--- src/rtl/i2s_transmitter.sv ---
// -----------------------------------------------------------------------------
// i2s_transmitter
//
// Stereo I2S serial transmitter for the output end of the equalizer chain.
// Accepts one signed left/right sample pair at a time through a valid/ready
// handshake into a one-pair holding buffer. Generates the I2S bit clock and
// word select from the system clock. Sends each channel MSB-first in an
// SLOT_W-bit slot, giving 2*SLOT_W bit clocks per frame. Sample bits beyond
// DATA_W are padded with zeros.
//
// Parameters:
//   CLK_DIV  system clocks per half bit-clock period (>= 2)
//   DATA_W   sample width (<= SLOT_W)
//   SLOT_W   bit clocks per channel slot
//
// Ports:
//   clk           system clock
//   rst           asynchronous active-high reset
//   enable        run control; low freezes divider, bit counter and pins
//   sample_valid  a left/right pair is offered
//   sample_ready  holding buffer is empty
//   left_in       left sample (two's complement)
//   right_in      right sample (two's complement)
//   i2s_bclk      bit clock
//   i2s_lrclk     word select (0 = left, 1 = right)
//   i2s_sdata     serial data, changes on bclk falling edges
//   frame_start   one-clk pulse when a new frame is loaded
//   underrun      one-clk pulse when a frame is loaded with an empty buffer
//
// Build option:
//   I2S_TX_MUTE_ON_UNDERRUN_EN  defined   : an underrun frame sends zeros
//                               undefined : an underrun frame repeats the
//                                           last loaded pair (zero after reset)
// -----------------------------------------------------------------------------
module i2s_transmitter #(
  parameter int CLK_DIV = 4,
  parameter int DATA_W  = 24,
  parameter int SLOT_W  = 32
) (
  input  logic                     clk,
  input  logic                     rst,
  input  logic                     enable,
  input  logic                     sample_valid,
  output logic                     sample_ready,
  input  logic signed [DATA_W-1:0] left_in,
  input  logic signed [DATA_W-1:0] right_in,
  output logic                     i2s_bclk,
  output logic                     i2s_lrclk,
  output logic                     i2s_sdata,
  output logic                     frame_start,
  output logic                     underrun
);

  localparam int FRAME_W = 2 * SLOT_W;
  localparam int BIT_W   = $clog2(FRAME_W);
  localparam int DIV_W   = $clog2(CLK_DIV);

  localparam logic [DIV_W-1:0] DIV_LAST = DIV_W'(CLK_DIV - 1);
  localparam logic [BIT_W-1:0] BIT_LAST = BIT_W'(FRAME_W - 1);
  localparam logic [BIT_W-1:0] SLOT_LEN = BIT_W'(SLOT_W);
  localparam logic [BIT_W-1:0] LR_FIRST = BIT_W'(SLOT_W - 1);
  localparam logic [BIT_W-1:0] LR_LAST  = BIT_W'(FRAME_W - 2);

  // ---------------------------------------------------------------------------
  // State
  // ---------------------------------------------------------------------------
  logic [DIV_W-1:0]  div_cnt_reg,     div_cnt_next;
  logic              bclk_reg,        bclk_next;
  logic [BIT_W-1:0]  bit_cnt_reg,     bit_cnt_next;
  logic              lrclk_reg,       lrclk_next;
  logic              sdata_reg,       sdata_next;
  logic              frame_start_reg, frame_start_next;
  logic              underrun_reg,    underrun_next;
  logic              full_reg,        full_next;
  logic [DATA_W-1:0] hold_left_reg,   hold_left_next;
  logic [DATA_W-1:0] hold_right_reg,  hold_right_next;
  logic [DATA_W-1:0] shift_left_reg,  shift_left_next;
  logic [DATA_W-1:0] shift_right_reg, shift_right_next;

  // ---------------------------------------------------------------------------
  // Event decode
  // ---------------------------------------------------------------------------
  logic              accept;
  logic              tick;
  logic              fall;
  logic              bit_wrap;
  logic [BIT_W-1:0]  bit_cnt_inc;
  logic              load;
  logic [DATA_W-1:0] fallback_left;
  logic [DATA_W-1:0] fallback_right;
  logic [DATA_W-1:0] load_left;
  logic [DATA_W-1:0] load_right;
  logic [DATA_W-1:0] cur_left;
  logic [DATA_W-1:0] cur_right;
  logic              is_right;
  logic [BIT_W-1:0]  slot_pos;
  logic [DATA_W-1:0] chan_word;
  logic [SLOT_W-1:0] slot_rev;
  logic              slot_bit;

  assign accept      = sample_valid && !full_reg;
  assign tick        = enable && (div_cnt_reg == DIV_LAST);
  // bclk is high just before the toggle, so this toggle is a falling edge
  assign fall        = tick && bclk_reg;
  assign bit_wrap    = (bit_cnt_reg == BIT_LAST);
  assign bit_cnt_inc = bit_wrap ? '0 : bit_cnt_reg + BIT_W'(1);
  assign load        = fall && bit_wrap;

`ifdef I2S_TX_MUTE_ON_UNDERRUN_EN
  assign fallback_left  = '0;
  assign fallback_right = '0;
`else
  // Repeat: the shift pair still holds the last loaded pair (zero after reset)
  assign fallback_left  = shift_left_reg;
  assign fallback_right = shift_right_reg;
`endif

  // The load decision uses the buffer state before this clock; a pair
  // accepted in the same clock is stored and waits for the next frame.
  assign load_left  = full_reg ? hold_left_reg  : fallback_left;
  assign load_right = full_reg ? hold_right_reg : fallback_right;

  // Bit 0 of a new frame goes out in the same clock as the load, so the
  // serializer must see the pair being loaded rather than the old one.
  assign cur_left  = load ? load_left  : shift_left_reg;
  assign cur_right = load ? load_right : shift_right_reg;

  assign is_right  = (bit_cnt_inc >= SLOT_LEN);
  assign slot_pos  = is_right ? (bit_cnt_inc - SLOT_LEN) : bit_cnt_inc;
  assign chan_word = is_right ? cur_right : cur_left;

  // Slot laid out by transmit position: slot_rev[p] is the bit sent at slot
  // position p (sample MSB first, zero padding after the LSB).
  genvar gi;
  generate
    for (gi = 0; gi < SLOT_W; gi++) begin : g_slot
      if (gi < DATA_W) begin : g_data
        assign slot_rev[gi] = chan_word[DATA_W-1-gi];
      end else begin : g_pad
        assign slot_rev[gi] = 1'b0;
      end
    end
  endgenerate

  assign slot_bit = |(slot_rev & (SLOT_W'(1) << slot_pos));

  // ---------------------------------------------------------------------------
  // Next-state logic
  // ---------------------------------------------------------------------------
  always_comb begin
    div_cnt_next     = div_cnt_reg;
    bclk_next        = bclk_reg;
    bit_cnt_next     = bit_cnt_reg;
    lrclk_next       = lrclk_reg;
    sdata_next       = sdata_reg;
    frame_start_next = 1'b0;
    underrun_next    = 1'b0;
    full_next        = full_reg;
    hold_left_next   = hold_left_reg;
    hold_right_next  = hold_right_reg;
    shift_left_next  = shift_left_reg;
    shift_right_next = shift_right_reg;

    // Divider and bit clock
    if (enable) begin
      div_cnt_next = tick ? '0 : div_cnt_reg + DIV_W'(1);
    end
    if (tick) begin
      bclk_next = ~bclk_reg;
    end

    // Serializer outputs advance on bclk falling edges only.
    // Word select leads the slot by one bit clock.
    if (fall) begin
      bit_cnt_next = bit_cnt_inc;
      lrclk_next   = (bit_cnt_inc >= LR_FIRST) && (bit_cnt_inc <= LR_LAST);
      sdata_next   = slot_bit;
    end

    // Frame load
    if (load) begin
      shift_left_next  = load_left;
      shift_right_next = load_right;
      frame_start_next = 1'b1;
      underrun_next    = !full_reg;
      if (full_reg) begin
        full_next = 1'b0;
      end
    end

    // Handshake; only possible while empty, so it never collides with the
    // buffered load clearing full above.
    if (accept) begin
      hold_left_next  = left_in;
      hold_right_next = right_in;
      full_next       = 1'b1;
    end
  end

  // ---------------------------------------------------------------------------
  // State registers
  // ---------------------------------------------------------------------------
  always_ff @(posedge clk or posedge rst) begin
    if (rst) begin
      div_cnt_reg     <= '0;
      bclk_reg        <= 1'b0;
      bit_cnt_reg     <= BIT_LAST;
      lrclk_reg       <= 1'b0;
      sdata_reg       <= 1'b0;
      frame_start_reg <= 1'b0;
      underrun_reg    <= 1'b0;
      full_reg        <= 1'b0;
      hold_left_reg   <= '0;
      hold_right_reg  <= '0;
      shift_left_reg  <= '0;
      shift_right_reg <= '0;
    end else begin
      div_cnt_reg     <= div_cnt_next;
      bclk_reg        <= bclk_next;
      bit_cnt_reg     <= bit_cnt_next;
      lrclk_reg       <= lrclk_next;
      sdata_reg       <= sdata_next;
      frame_start_reg <= frame_start_next;
      underrun_reg    <= underrun_next;
      full_reg        <= full_next;
      hold_left_reg   <= hold_left_next;
      hold_right_reg  <= hold_right_next;
      shift_left_reg  <= shift_left_next;
      shift_right_reg <= shift_right_next;
    end
  end

  // ---------------------------------------------------------------------------
  // Outputs (all registered)
  // ---------------------------------------------------------------------------
  assign sample_ready = !full_reg;
  assign i2s_bclk     = bclk_reg;
  assign i2s_lrclk    = lrclk_reg;
  assign i2s_sdata    = sdata_reg;
  assign frame_start  = frame_start_reg;
  assign underrun     = underrun_reg;

endmodule

--- config.mk ---
export PLATFORM = sky130hd
export DESIGN_NAME = i2s_transmitter
export DESIGN_NICKNAME = d
export VERILOG_FILES = /design/src/rtl/i2s_transmitter.sv
export SDC_FILE = /design/constraint.sdc
export NUM_CORES = 1
export LEC_CHECK = 0
export CORE_MARGIN = 10
export CORE_UTILIZATION = 40
export DETAILED_ROUTE_END_ITERATION = 12
export PLACE_DENSITY = 0.59
export SYNTH_ARGS = -nofsm -noshare
export SYNTH_HDL_FRONTEND = slang
export SYNTH_SLANG_ARGS = --single-unit
--- constraint.sdc ---
create_clock -name clk -period 5.15 [get_ports clk]
set_clock_uncertainty 0.1 [all_clocks]
set_input_delay 1.2875 -clock clk [delete_from_list [all_inputs] [get_ports clk]]
set_output_delay 1.2875 -clock clk [all_outputs]
set_load 0.02 [all_outputs]
### Word level (Yosys, flattened, before mapping)

Cells that the tools add are included.

* add/subtract/negate cells: 3
* multiply operators: 0
* div/mod/pow operators: 0
* magnitude comparators: 3
* equality and inequality tests: 2
* shift operators: 1
* muxes and demuxes: 12
* bitwise operators: 2
* reduce and logical (&&, ||, !) cells: 8

Operators with widths (number)
* $mux 24: 5
* $and 24x32->32: 1
* $reduce_or 32->1: 1
* $shl 1x6->32 const A: 1
* $mux 6: 2
* $add 6x1->6 const B: 1
* $eq 6x6->1 const B: 1
* $ge 6x5->1 const B: 1
* $ge 6x6->1 const B: 1
* $le 6x6->1 const B: 1
* $sub 6x6->6 const B: 1
* $logic_and 1x1->1: 5
* $mux 1: 4
* $add 2x1->2 const B: 1
* $eq 2x2->1 const B: 1
* $mux 2: 1
* $reduce_bool 2->1: 1
* $logic_not 1->1: 1
* $not 1->1: 1

* register bits after elaboration: 110
* bits in latches: 0
* RAM bits: 0
* ROM bits: 0
* bits of input ports: 52
* output and inout port bits: 6
* logic and storage cells: 43
* memories: 0

### Logic depth before layout (Yosys ltp)

* depth after elaboration: 8
* depth in mapped cells: 12
* mapped depth without buffers: 9

### Least setup slack after synthesis

OpenSTA, ideal clock, no wires.

* path kind: in2reg
* start: input enable
* end: register sdata_reg, in the netlist i2s_sdata
* arrival time: 3271 ps
* required time: 4924 ps
* path slack: 1653 ps
* stages: 8
* path through: nand3_2 or4_4 buf_6 mux2_4 a32oi_1 nor2_1 o41a_1 o32a_1

* cells in the longest elaborated chain, start to end: 7

Ends and longest elaborated chain
* from (decl): line 42 `input logic enable,`
* $logic_and 1x1->1: line 102 `assign tick = enable && (div_cnt_reg == DIV_LAST);`
* $logic_and 1x1->1: line 104 `assign fall = tick && bclk_reg;`
* $logic_and 1x1->1: line 107 `assign load = fall && bit_wrap;`
* $mux 24
* net cur_left[20]: line 93 `logic [DATA_W-1:0] cur_left;`
* $mux 24: line 130 `assign chan_word = is_right ? cur_right : cur_left;`
* $and 24x32->32: line 145 `assign slot_bit = |(slot_rev & (SLOT_W'(1) << slot_pos));`
* $reduce_or 32->1: line 145
* to (signal assigned): line 222 `sdata_reg <= sdata_next;`
* to (decl): line 71 `logic sdata_reg, sdata_next;`

The timed path passes the listed nets, and every way through them passes these cells.
A chain may end at the register's enable or synchronous reset.

### Worst setup path in the final report

* start: input enable
* end: register sdata_reg, in the netlist i2s_sdata

* cells in the longest elaborated chain, start to end: 7

Ends and longest elaborated chain (line)
* $logic_and 1x1->1 (*): 102
* $logic_and 1x1->1 (*): 104
* $logic_and 1x1->1: 107
* $mux 24
* $mux 24: 130
* $and 24x32->32: 145
* $reduce_or 32->1: 145

Mark *: on every way between the ends. The rest lies on a longest branch, timed or not.

==> metrics.yaml <==
tns_ns: 0
io_pins: 58
num_rows: 41
wl_um: 11100
antenna_found_initial: 0
grt_max_degree: 78
holdPathEnd: "fallback_right[16]"
worstSetupPathType: "input pin to flip-flop"
drt_iter0_drc: 205
area_growth_syn_to_layout_pct: 19.9
cpPeakStageDelay_ns: 0.78
place_area_sq_mm: 0.00583
reg2reg_depth: 9
worst_slew_pin_slew_ns: 0.936
cts.htree.levels: 3
critical_path.startpoint_type: "input pin"
synthesis.area_sq_mm: 0.00510
cp-end-kind: "flip-flop"
status: "finished, final reports clean"
p_leak_nw: 2.70
timing.final.ws_setup_ns: 0.974
seq_area_frac_synth_pct: 54.1
cts_setup_buffers: 0
post_drt_wl_per_cell_um: 16.5
final_area_sq_mm: 0.00612
synthTopCellsByArea: "dfrtp_1, mux2_2, nand2_1, dfstp_2, ha_1"
rsz0062_at_grt: "false"
whs_path_depth: 2
cts.sinks: 110
grt_overflow_total: 0
finalSetupViolations: 0
utilization_pct: 48.7
grt_pass1_vias: 3692
cts_buffers: 9
firstDrtPassIters: 4
slew-limit-headroom_pct: 37.6
synth-seq-cells: 110
r2r_setup_slack_ns: 1.31
peakVddDrop_mv: 0.160
start_util_pct: 40.6
num_antenna_cells: 0
hpwl_um: 7770
synth_edf_count: 0
syn_inst: 450
clk_latency_ns: 0.36
cts-root-buf: "clkbuf_16"
globalplace.congestion: 0.807
synth_nets: 508
synth_cell_types: 53
crit_family: "simple AND/OR/NAND/NOR gates"
synth_common_cells: "dfrtp_1, nand2_1, mux2_2"
grtUsageTotal_pct: 13.3
cts_hold_buf: 0
power_density_mw_per_mm2: 370
hp-class: "flip-flop to flip-flop"
max_freq_mhz: 239
vias: 3468
synth_warnings: 0
cp_num_buf_inv: 1
die_w_um: 133
grt_pass1_wl_um: 19300
die_height_um: 133
regToRegEndpoint: "i2s_sdata"
cts.repair.resized: 0
dp.cells: 657
clockBufferDepth: 2
viasPerCell: 5.15
maxSlewViolCount: 0
core-area_sq_mm: 0.0126
syn_area_per_cell_sq_um: 11.3
worstPathCellList: "clkdlybuf4s50_1 > nand3_2 > or4_4 > mux4_2 > nand3_1 > o31ai_1 > o41ai_1 > nand3_1 > o32a_1"
drc_errors: 0
place_worst_setup_slack_ns: 0.651
required_ns: 5.29
slowest_stage: "or4_4"
crit_fanout: 47
fin_crit_sh_pct: 81.1
final_layout_size_suffix_gt1_share_pct: 22.4
fin_hold_ws_ns: 0.369
fillCellCount: 1173
drv_cap: 0
power_mw: 2.26
path_clk_slew_ns: 0.07
cts_tree: "done"
final_nets: 554
crit_top_cell: "nand3_1"
hold_violations: 0
synthArstFlopShare_pct: 100
port_buffers: 57
cp.arrival_ns: 4.32
drtAntennaViolNets: 0
ys.flop_type: "dfrtp_1"
min_period_ns: 4.18
die-area_sq_mm: 0.0177
r2r-start: "bit_cnt_reg[1]"
yosysMostFrequentCell: "dfrtp_1"
yosysTopAreaCell: "dfrtp_1"
min_from: "hold_right_reg[16]"
fin_cells: 673
synth_top_area_share_pct: 51.0
-- worst min-delay path, cell delays in order, from the launching register on --
cell     delay (ns)
dfrtp_1        0.34
nand2_1        0.05
nand2_1        0.05
-- worst max-delay path by stage --
stage | startpoint | to | slack (ns) | cells past startpoint
CTS | enable | i2s_sdata | 1.01 | 9
global placement | enable | i2s_sdata | 0.73 | 9
finish | enable | i2s_sdata | 0.97 | 9
global route | enable | i2s_sdata | 0.73 | 9
detailed placement | enable | i2s_sdata | 0.65 | 9
floorplan | rst | div_cnt_reg[0] | 0.87 | 1
-- final cells by class --
type	count	area, sq um	share of cell area (%)
well taps	172	215	3.52
clock inverters	4	47.5	0.777
multi-input cells	303	2200	35.9
flip-flops and latches	110	2760	45.1
repair buffers	63	616	10.1
inverters	9	36.3	0.593
clock buffers	12	246	4.03
-- layer usage --
layer / up-vias / share of wire [%] / GRT usage [%]
met2: 77 / 46 / 20.4
li1: 1690 / - / -
met1: 1689 / 49 / 18.0
met4: 0 / 1.2 / 3.85
met3: 12 / 3.9 / 3.56
met5: - / 0 / 0
-- cells in the final DEF, fill, tap and decap left out, types with 3 or more instances in the layout --
| cell | instances |
|---|---|
| a221oi_1 | 5 |
| nor2_1 | 14 |
| dfstp_2 | 6 |
| o21ai_0 | 9 |
| inv_1 | 8 |
| dfrtp_1 | 104 |
| a22oi_1 | 5 |
| buf_4 | 6 |
| a31oi_1 | 6 |
| nand3_1 | 14 |
| and3_1 | 3 |
| nor3_1 | 4 |
| xnor2_1 | 5 |
| a21oi_1 | 7 |
| clkbuf_16 | 9 |
| ha_1 | 6 |
| and2_1 | 3 |
| a222oi_1 | 3 |
| mux2i_1 | 7 |
| nand2_1 | 90 |
| clkdlybuf4s50_1 | 57 |
| mux2_2 | 75 |
| o221ai_1 | 7 |
| o22ai_1 | 3 |
-- cells by family after synthesis --
logic type / synth area share [%]
simple gates: 12.2
buf+inv: 3.09
xor+xnor: 1.03
compound gates: 9.51
flops: 54.1
mux: 18.7
fa+ha+maj: 1.47
-- power breakdown --
part | internal, mW | switching [mW] | leakage, nW
logic | 0.220 | 0.297 | 1.13
registers | 0.956 | 0.0987 | 1.42
clock network | 0.389 | 0.302 | 0.143
No activity file was read; power rests on OpenSTA's default activity.
